$ cat config.mk
export PLATFORM = sky130hd
export DESIGN_NAME = rv32_dmem_arbiter_flat
export DESIGN_NICKNAME = d
export VERILOG_FILES = /design/src/rtl/rv32_dmem_arbiter_pkg.sv /design/src/rtl/rv32_dmem_arbiter_if.sv /design/src/rtl/rv32_be_merge.sv /design/src/rtl/rv32_dmem_arbiter.sv /design/src/flat_wrapper.sv
export SDC_FILE = /design/constraint.sdc
export NUM_CORES = 1
export LEC_CHECK = 0
export CORE_MARGIN = 5
export CORE_UTILIZATION = 41
export DETAILED_ROUTE_END_ITERATION = 8
export PLACE_DENSITY = 0.87
export SLEW_MARGIN = 10
export SYNTH_ARGS = -nofsm -noshare
export SYNTH_HDL_FRONTEND = slang
export SYNTH_SLANG_ARGS = --single-unit
$ cat constraint.sdc
create_clock -name rv32_io_clk -period 4.5 [get_ports rv32_io_clk]
set_clock_uncertainty 0.05 [all_clocks]
set_input_delay 0.675 -clock rv32_io_clk [delete_from_list [all_inputs] [get_ports rv32_io_clk]]
set_output_delay 0.675 -clock rv32_io_clk [all_outputs]
set_load 0.005 [all_outputs]
$ cat src/rtl/rv32_dmem_arbiter_pkg.sv
// Shared types and constants for the data-memory arbiter.
package rv32_dmem_arbiter_pkg;

  localparam int RV_DMEM_AW = 12;
  localparam int RV_DATA_W  = 32;

  typedef logic [RV_DMEM_AW-1:0] rv_dmem_addr_t;
  typedef logic [RV_DATA_W-1:0]  rv32_data_t;
  typedef logic [3:0]            rv_dmem_be_t;

  localparam rv_dmem_be_t BE_FULL = 4'hF;

  typedef enum logic [1:0] {
    IDLE,
    RD_RSP,
    RMW_RD,
    RMW_WR
  } dmem_arb_state_e;

  typedef enum logic {
    REQ_IO,
    REQ_LSU
  } dmem_req_id_e;

endpackage

$ cat src/rtl/rv32_dmem_arbiter_if.sv
// Request/response bundle for one data-memory requester (IO or LSU).
interface rv32_dmem_arbiter_if
  import rv32_dmem_arbiter_pkg::*;
#(
  parameter int AW = RV_DMEM_AW,
  parameter int DW = RV_DATA_W
) ();

  logic            req;
  logic            we;
  logic [AW-1:0]   addr;
  logic [DW-1:0]   wdata;
  logic [DW/8-1:0] be;
  logic            gnt;
  logic            rvalid;
  logic [DW-1:0]   rdata;

  // Requester side drives the request fields and sees grant/response.
  modport master (output req, we, addr, wdata, be, input gnt, rvalid, rdata);
  // Arbiter side consumes the request fields and produces grant/response.
  modport slave  (input req, we, addr, wdata, be, output gnt, rvalid, rdata);

endinterface

$ cat src/rtl/rv32_be_merge.sv
// Combinational byte merge: each byte comes from new_data when its enable is set.
module rv32_be_merge #(
  parameter int DATA_W = 32
) (
  input  logic [DATA_W-1:0]   old_data,
  input  logic [DATA_W-1:0]   new_data,
  input  logic [DATA_W/8-1:0] be,
  output logic [DATA_W-1:0]   merged
);

  genvar gi;
  generate
    for (gi = 0; gi < DATA_W / 8; gi++) begin : g_byte
      assign merged[gi*8 +: 8] = be[gi] ? new_data[gi*8 +: 8] : old_data[gi*8 +: 8];
    end
  endgenerate

endmodule

$ cat src/rtl/rv32_dmem_arbiter.sv
// Two-port arbiter in front of the single-port-pair data BRAM. Handles
// round-robin grants, program-mode lockout and partial writes via RMW.
module rv32_dmem_arbiter
  import rv32_dmem_arbiter_pkg::*;
#(
  parameter int DMEM_AW = RV_DMEM_AW,
  parameter int DATA_W  = RV_DATA_W
) (
  input  logic                rv32_io_clk,
  input  logic                rv32_io_rst,
  input  logic                rv32_io_program,
  rv32_dmem_arbiter_if.slave  io,
  rv32_dmem_arbiter_if.slave  lsu,
  output logic [DMEM_AW-1:0]  mem_raddr,
  output logic [DMEM_AW-1:0]  mem_waddr,
  output logic [DATA_W-1:0]   mem_wdata,
  output logic                mem_wen,
  input  logic [DATA_W-1:0]   mem_rdata,
  output logic                busy
);

  localparam int BE_W = DATA_W / 8;

  dmem_arb_state_e     state_reg, state_next;
  dmem_req_id_e        last_win_reg, last_win_next;
  dmem_req_id_e        rd_owner_reg, rd_owner_next;
  logic [DMEM_AW-1:0]  rmw_addr_reg, rmw_addr_next;
  logic [DATA_W-1:0]   rmw_wdata_reg, rmw_wdata_next;
  logic [BE_W-1:0]     rmw_be_reg, rmw_be_next;

  logic                grant_ok;
  logic                win_lsu;
  logic                sel_we;
  logic [DMEM_AW-1:0]  sel_addr;
  logic [DATA_W-1:0]   sel_wdata;
  logic [BE_W-1:0]     sel_be;
  logic [DATA_W-1:0]   merged_data;

  // Old word arrives from the BRAM while the latched new bytes are held.
  rv32_be_merge #(.DATA_W(DATA_W)) u_be_merge (
    .old_data (mem_rdata),
    .new_data (rmw_wdata_reg),
    .be       (rmw_be_reg),
    .merged   (merged_data)
  );

  // Arbitration, response routing and the memory command for this cycle.
  always_comb begin
    state_next     = state_reg;
    last_win_next  = last_win_reg;
    rd_owner_next  = rd_owner_reg;
    rmw_addr_next  = rmw_addr_reg;
    rmw_wdata_next = rmw_wdata_reg;
    rmw_be_next    = rmw_be_reg;
    io.gnt         = 1'b0;
    lsu.gnt        = 1'b0;
    io.rvalid      = 1'b0;
    lsu.rvalid     = 1'b0;
    io.rdata       = '0;
    lsu.rdata      = '0;
    mem_raddr      = '0;
    mem_waddr      = '0;
    mem_wdata      = '0;
    mem_wen        = 1'b0;
    busy           = 1'b0;
    grant_ok       = 1'b0;
    // LSU wins when it is eligible and IO is absent or had the last grant.
    win_lsu        = lsu.req && !rv32_io_program && (!io.req || last_win_reg == REQ_IO);
    sel_we         = win_lsu ? lsu.we    : io.we;
    sel_addr       = win_lsu ? lsu.addr  : io.addr;
    sel_wdata      = win_lsu ? lsu.wdata : io.wdata;
    sel_be         = win_lsu ? lsu.be    : io.be;

    // Everything is held quiet while reset is asserted.
    if (!rv32_io_rst) begin
      case (state_reg)
        IDLE: begin
          grant_ok = 1'b1;
        end
        RD_RSP: begin
          grant_ok   = 1'b1;
          state_next = IDLE;
          if (rd_owner_reg == REQ_IO) begin
            io.rvalid = 1'b1;
            io.rdata  = mem_rdata;
          end else begin
            lsu.rvalid = 1'b1;
            lsu.rdata  = mem_rdata;
          end
        end
        RMW_RD: begin
          // Keep the address so the BRAM output still holds the old word next cycle.
          busy       = 1'b1;
          mem_raddr  = rmw_addr_reg;
          state_next = RMW_WR;
        end
        RMW_WR: begin
          busy       = 1'b1;
          mem_raddr  = rmw_addr_reg;
          mem_wen    = 1'b1;
          mem_waddr  = rmw_addr_reg;
          mem_wdata  = merged_data;
          state_next = IDLE;
        end
        default: state_next = IDLE;
      endcase

      if (grant_ok && (win_lsu || io.req)) begin
        io.gnt        = !win_lsu;
        lsu.gnt       = win_lsu;
        last_win_next = win_lsu ? REQ_LSU : REQ_IO;
        if (!sel_we) begin
          mem_raddr     = sel_addr;
          rd_owner_next = win_lsu ? REQ_LSU : REQ_IO;
          state_next    = RD_RSP;
        end else if (&sel_be) begin
          mem_wen    = 1'b1;
          mem_waddr  = sel_addr;
          mem_wdata  = sel_wdata;
          state_next = IDLE;
        end else if (sel_be == '0) begin
          state_next = IDLE;
        end else begin
          mem_raddr      = sel_addr;
          rmw_addr_next  = sel_addr;
          rmw_wdata_next = sel_wdata;
          rmw_be_next    = sel_be;
          state_next     = RMW_RD;
        end
      end
    end
  end

  // State, round-robin pointer, read owner and RMW latches.
  always_ff @(posedge rv32_io_clk) begin
    if (rv32_io_rst) begin
      state_reg     <= IDLE;
      last_win_reg  <= REQ_IO;
      rd_owner_reg  <= REQ_IO;
      rmw_addr_reg  <= '0;
      rmw_wdata_reg <= '0;
      rmw_be_reg    <= '0;
    end else begin
      state_reg     <= state_next;
      last_win_reg  <= last_win_next;
      rd_owner_reg  <= rd_owner_next;
      rmw_addr_reg  <= rmw_addr_next;
      rmw_wdata_reg <= rmw_wdata_next;
      rmw_be_reg    <= rmw_be_next;
    end
  end

endmodule
$ cat src/flat_wrapper.sv
// flat-port wrapper written by rule: the top's interface ports become plain ports
module rv32_dmem_arbiter_flat import rv32_dmem_arbiter_pkg::*;
#(
  parameter int DMEM_AW = RV_DMEM_AW,
  parameter int DATA_W  = RV_DATA_W
)
  (rv32_io_clk, rv32_io_rst, rv32_io_program, mem_raddr, mem_waddr, mem_wdata, mem_wen, mem_rdata, busy, io_req, io_we, io_addr, io_wdata, io_be, io_gnt, io_rvalid, io_rdata, lsu_req, lsu_we, lsu_addr, lsu_wdata, lsu_be, lsu_gnt, lsu_rvalid, lsu_rdata);
  rv32_dmem_arbiter_if io_i ();
  rv32_dmem_arbiter_if lsu_i ();
  input  logic rv32_io_clk;
  input  logic rv32_io_rst;
  input  logic rv32_io_program;
  output logic [DMEM_AW-1:0] mem_raddr;
  output logic [DMEM_AW-1:0] mem_waddr;
  output logic [DATA_W-1:0] mem_wdata;
  output logic mem_wen;
  input  logic [DATA_W-1:0] mem_rdata;
  output logic busy;
  input wire logic [$bits(io_i.req)-1:0] io_req;
  input wire logic [$bits(io_i.we)-1:0] io_we;
  input wire logic [$bits(io_i.addr)-1:0] io_addr;
  input wire logic [$bits(io_i.wdata)-1:0] io_wdata;
  input wire logic [$bits(io_i.be)-1:0] io_be;
  output wire logic [$bits(io_i.gnt)-1:0] io_gnt;
  output wire logic [$bits(io_i.rvalid)-1:0] io_rvalid;
  output wire logic [$bits(io_i.rdata)-1:0] io_rdata;
  input wire logic [$bits(lsu_i.req)-1:0] lsu_req;
  input wire logic [$bits(lsu_i.we)-1:0] lsu_we;
  input wire logic [$bits(lsu_i.addr)-1:0] lsu_addr;
  input wire logic [$bits(lsu_i.wdata)-1:0] lsu_wdata;
  input wire logic [$bits(lsu_i.be)-1:0] lsu_be;
  output wire logic [$bits(lsu_i.gnt)-1:0] lsu_gnt;
  output wire logic [$bits(lsu_i.rvalid)-1:0] lsu_rvalid;
  output wire logic [$bits(lsu_i.rdata)-1:0] lsu_rdata;
  assign io_i.req = io_req;
  assign io_i.we = io_we;
  assign io_i.addr = io_addr;
  assign io_i.wdata = io_wdata;
  assign io_i.be = io_be;
  assign io_gnt = io_i.gnt;
  assign io_rvalid = io_i.rvalid;
  assign io_rdata = io_i.rdata;
  assign lsu_i.req = lsu_req;
  assign lsu_i.we = lsu_we;
  assign lsu_i.addr = lsu_addr;
  assign lsu_i.wdata = lsu_wdata;
  assign lsu_i.be = lsu_be;
  assign lsu_gnt = lsu_i.gnt;
  assign lsu_rvalid = lsu_i.rvalid;
  assign lsu_rdata = lsu_i.rdata;
  rv32_dmem_arbiter #(.DMEM_AW(DMEM_AW), .DATA_W(DATA_W)) u_core (.rv32_io_clk(rv32_io_clk), .rv32_io_rst(rv32_io_rst), .rv32_io_program(rv32_io_program), .io(io_i), .lsu(lsu_i), .mem_raddr(mem_raddr), .mem_waddr(mem_waddr), .mem_wdata(mem_wdata), .mem_wen(mem_wen), .mem_rdata(mem_rdata), .busy(busy));
endmodule
==> key figures, run 1 <==
STA
  • Setup total negative slack: 0 ns
  • Tmin final: around 4 ns
  • Final Hold Viols: 0
  • Hold Slack: around 0.43 ns
  • Max_slew headroom: around two fifths
  • RSZ-0062 raised after global routing: false
  • Max-slew violations: 0
  • Final setup fails: 0
  • Tcrit/Tclk final: 91.6%
  • Final worst setup slack: about 0.38 ns
  • Fmax: 0.243 GHz
  • Worst Tran Pin Value: 0.926 ns

Floorplanning
  • Core Footprint: 10200 sq um
  • Die W: between 100 and 150 um
  • I/O pin total: 261
  • Starting Density: approximately 41%
  • Die H: 112 um
  • Die ar.: approximately 12000 sq um
  • Row cnt: 37

Synthesis
  • Count leader, synth: mux2i_1
  • Mapped cell area: ~4200 sq um
  • Async set or reset register ratio after synthesis: 0%
  • Unique masters post-synth: 33
  • Adder-Cell Fraction of Synth Area: 0%
  • Area leader, netlist: dfxtp_1
  • Post-synthesis mux area share: 30.3%
  • Cell count after synthesis: ~500
  • Synth top area share: 24.6%
  • EDFF count, synth: 0
  • Syn avg cell area: roughly 8.5 sq um
  • Post-synthesis simple-gate area fraction: about a quarter
  • Seq/Total Area, Yosys: approximately 25%
  • Top FF cell, synth: dfxtp_1
  • Synth Net Count: between 600 and 700
  • Synth Area in Compound Gates: 16.4%
  • Synth top area cells: dfxtp_1 (25%), mux2i_1 (19%), mux2_4 (10%)
  • Post-Synth XOR/XNOR Area: 0%
  • Main combinational cell family by area after synthesis: multiplexers
  • Syn. warnings: 0
  • Register bit total from synthesis: 52
  • Post-synth top cells: mux2i_1 (81), and2_1 (66), dfxtp_1 (52), nor2_1 (35), nor2b_1 (35)

Flow run
  • Max_cap viols: 0

Clocking
  • Total clock sinks: 52
  • Clock root buffer master: clkbuf_8
  • Clock Latency Late Sink: roughly 0.30 ns
  • H-tree lvl count: 2
  • CTS Buf Count: 5
  • PostCTS Resize Cnt: 0
  • CTS max path bufs: 2
  • CTS tree: done
  • CTS Hold Buffers Added: 0
  • Post-CTS setup buffer count: 0
  • Clock transition at path regs: roughly 0.09 ns

Layout
  • Share of layout cells above drive strength 1: under 10%
  • Nets: between 800 and 900
  • Ant. Diodes: 0
  • Max reg flops: 32
  • Area growth, synth to finish: 64.8%
  • Fin util: between 60% and 70%
  • Design Area, Final: 6960 sq um
  • Final std cells w/o fill: ~860

Routing
  • Final wirelength: around 16000 um
  • Post-DRT Antenna Nets: 0
  • DR iter-0 viols: about 370
  • Drt pass-1 iters: 6
  • Wirelength per Cell: approximately 19 um
  • DR vias/cell: about 5.4
  • Number of vias in the routed layout: roughly 4700
  • Drt drc: 0

Global route
  • Initial antenna violation count: 0
  • Met1 GRT Util: between 20 and 30%
  • First-pass GRT wire length: approximately 25000 um
  • Global routing's busiest layer: met2
  • GR Overflow Total: 0
  • Gr usage total: between 20% and 30%
  • Largest net degree at the start of global routing: 70
  • GRT met2 Usage: between 40% and 50%
  • Vias in the first global route: a little under 5000
  • Met3 usage: ~6.1%

Pwr
  • Power Total: 1.28 mW
  • Total power per unit cell area: roughly 180 nW/um^2
  • Maximum VDD drop: 0.132 mV
  • Leakage power: between 2 and 3 nW

Place
  • Buffers on Ports: between 200 and 300
  • Dpl hpwl: about 13000 um
  • Pre-CTS WS: ~0.4 ns
  • Post-DP Area: approximately 7000 sq um
  • Placed Cells: between 800 and 900
  • Final GP Congestion: 0.842

Status
  • Status: complete, no violations

Critical path
  • Cell chain of the critical path: clkdlybuf4s50_1, nor2b_1, nand2_4, mux2i_1, nand2_1, buf_4, o32ai_1, clkdlybuf4s50_1
  • Crit path DAT: 3.40 ns
  • Most used cell, CP: clkdlybuf4s50_1
  • Critical Path End Type: output pin
  • Startpoint Class: input port
  • Max incr delay on CP: 0.57 ns
  • Crit path required time: 3.77 ns
  • Crit path max-delay family: buffers and inverters
  • WS Path Type: in -> out
  • CP max-delay cell: clkdlybuf4s50_1
  • Max Fanout on Critical Path: 22
  • Worst Path Buf+Inv: 3

Worst hold path
  • Type of the worst min-delay path: reg -> reg
[cell usage in the layout, fill, tap and decap left out, drive strengths merged, types with 2 or more instances in the layout]
cell type	netlist	routed
a211oi	16	16
a21oi	21	21
and2	66	66
and4	2	2
buf	26	10
clkbuf	21	6
clkdlybuf4s50	0	259
clkinvlp	0	2
dfxtp	52	52
mux2	32	32
mux2i	81	81
nand2	33	33
nand2b	3	3
nand3	2	2
nor2	36	36
nor2b	35	35
nor3	2	2
nor4	2	2
o21ai	25	25
o21bai	2	2
o32ai	32	32
or2	2	2
[power by group]
group / internal (mW) / switching, mW / leakage, nW / total [mW]
combinational: 0.273 / 0.193 / 2.30 / 0.465
clock: 0.125 / 0.153 / 0.0434 / 0.278
sequential: 0.498 / 0.0383 / 0.426 / 0.537
[worst min-delay path, cell delays in order (launching register included)]
cell and delay [ns]:
dfxtp_1 0.32, nand2b_1 0.07, o21bai_1 0.05
[final cells by class]
type | instances | area [sq um]
Timing Repair Buffer | 269 | 2680
Clock buffer | 6 | 82.6
Sequential cell | 52 | 1040
Tap cell | 136 | 170
Fill cell | 839 | 3220
Clock inverter | 2 | 15.0
Multi-Input combinational cell | 397 | 2970
[kinds of logic (layout without fill, tap and decap cells)]
| kind of cell | after synthesis | after routing |
|---|---|---|
| compound gates | 100 | 100 |
| buf+inv | 47 | 277 |
| flops | 52 | 52 |
| mux | 113 | 113 |
| simple gates | 184 | 184 |
[metal layers]
layer	vias to the layer above	wire length (um)
met5	-	0
met2	233	8380
met3	43	1230
met1	2175	6090
li1	2233	-
met4	0	532
[path summary, 6_finish.rpt]
kind / end / from / cells after the start / slack (ns)
max reg2reg: u_core.rmw_wdata_reg[9] / u_core.last_win_reg / 5 / 2.15
min reg2reg: u_core.last_win_reg / u_core.last_win_reg / 2 / 0.43
max: mem_wdata[6] / lsu_req / 8 / 0.38
min: u_core.last_win_reg / u_core.last_win_reg / 2 / 0.43
No activity file was read; power rests on OpenSTA's default activity.
==> inputs of run 2 (changes only) <==
- SKIP_CTS_REPAIR_TIMING: not set -> 1
==> results of run 2 <==
Final layout, timing and power as in run 1 (identical DEF).
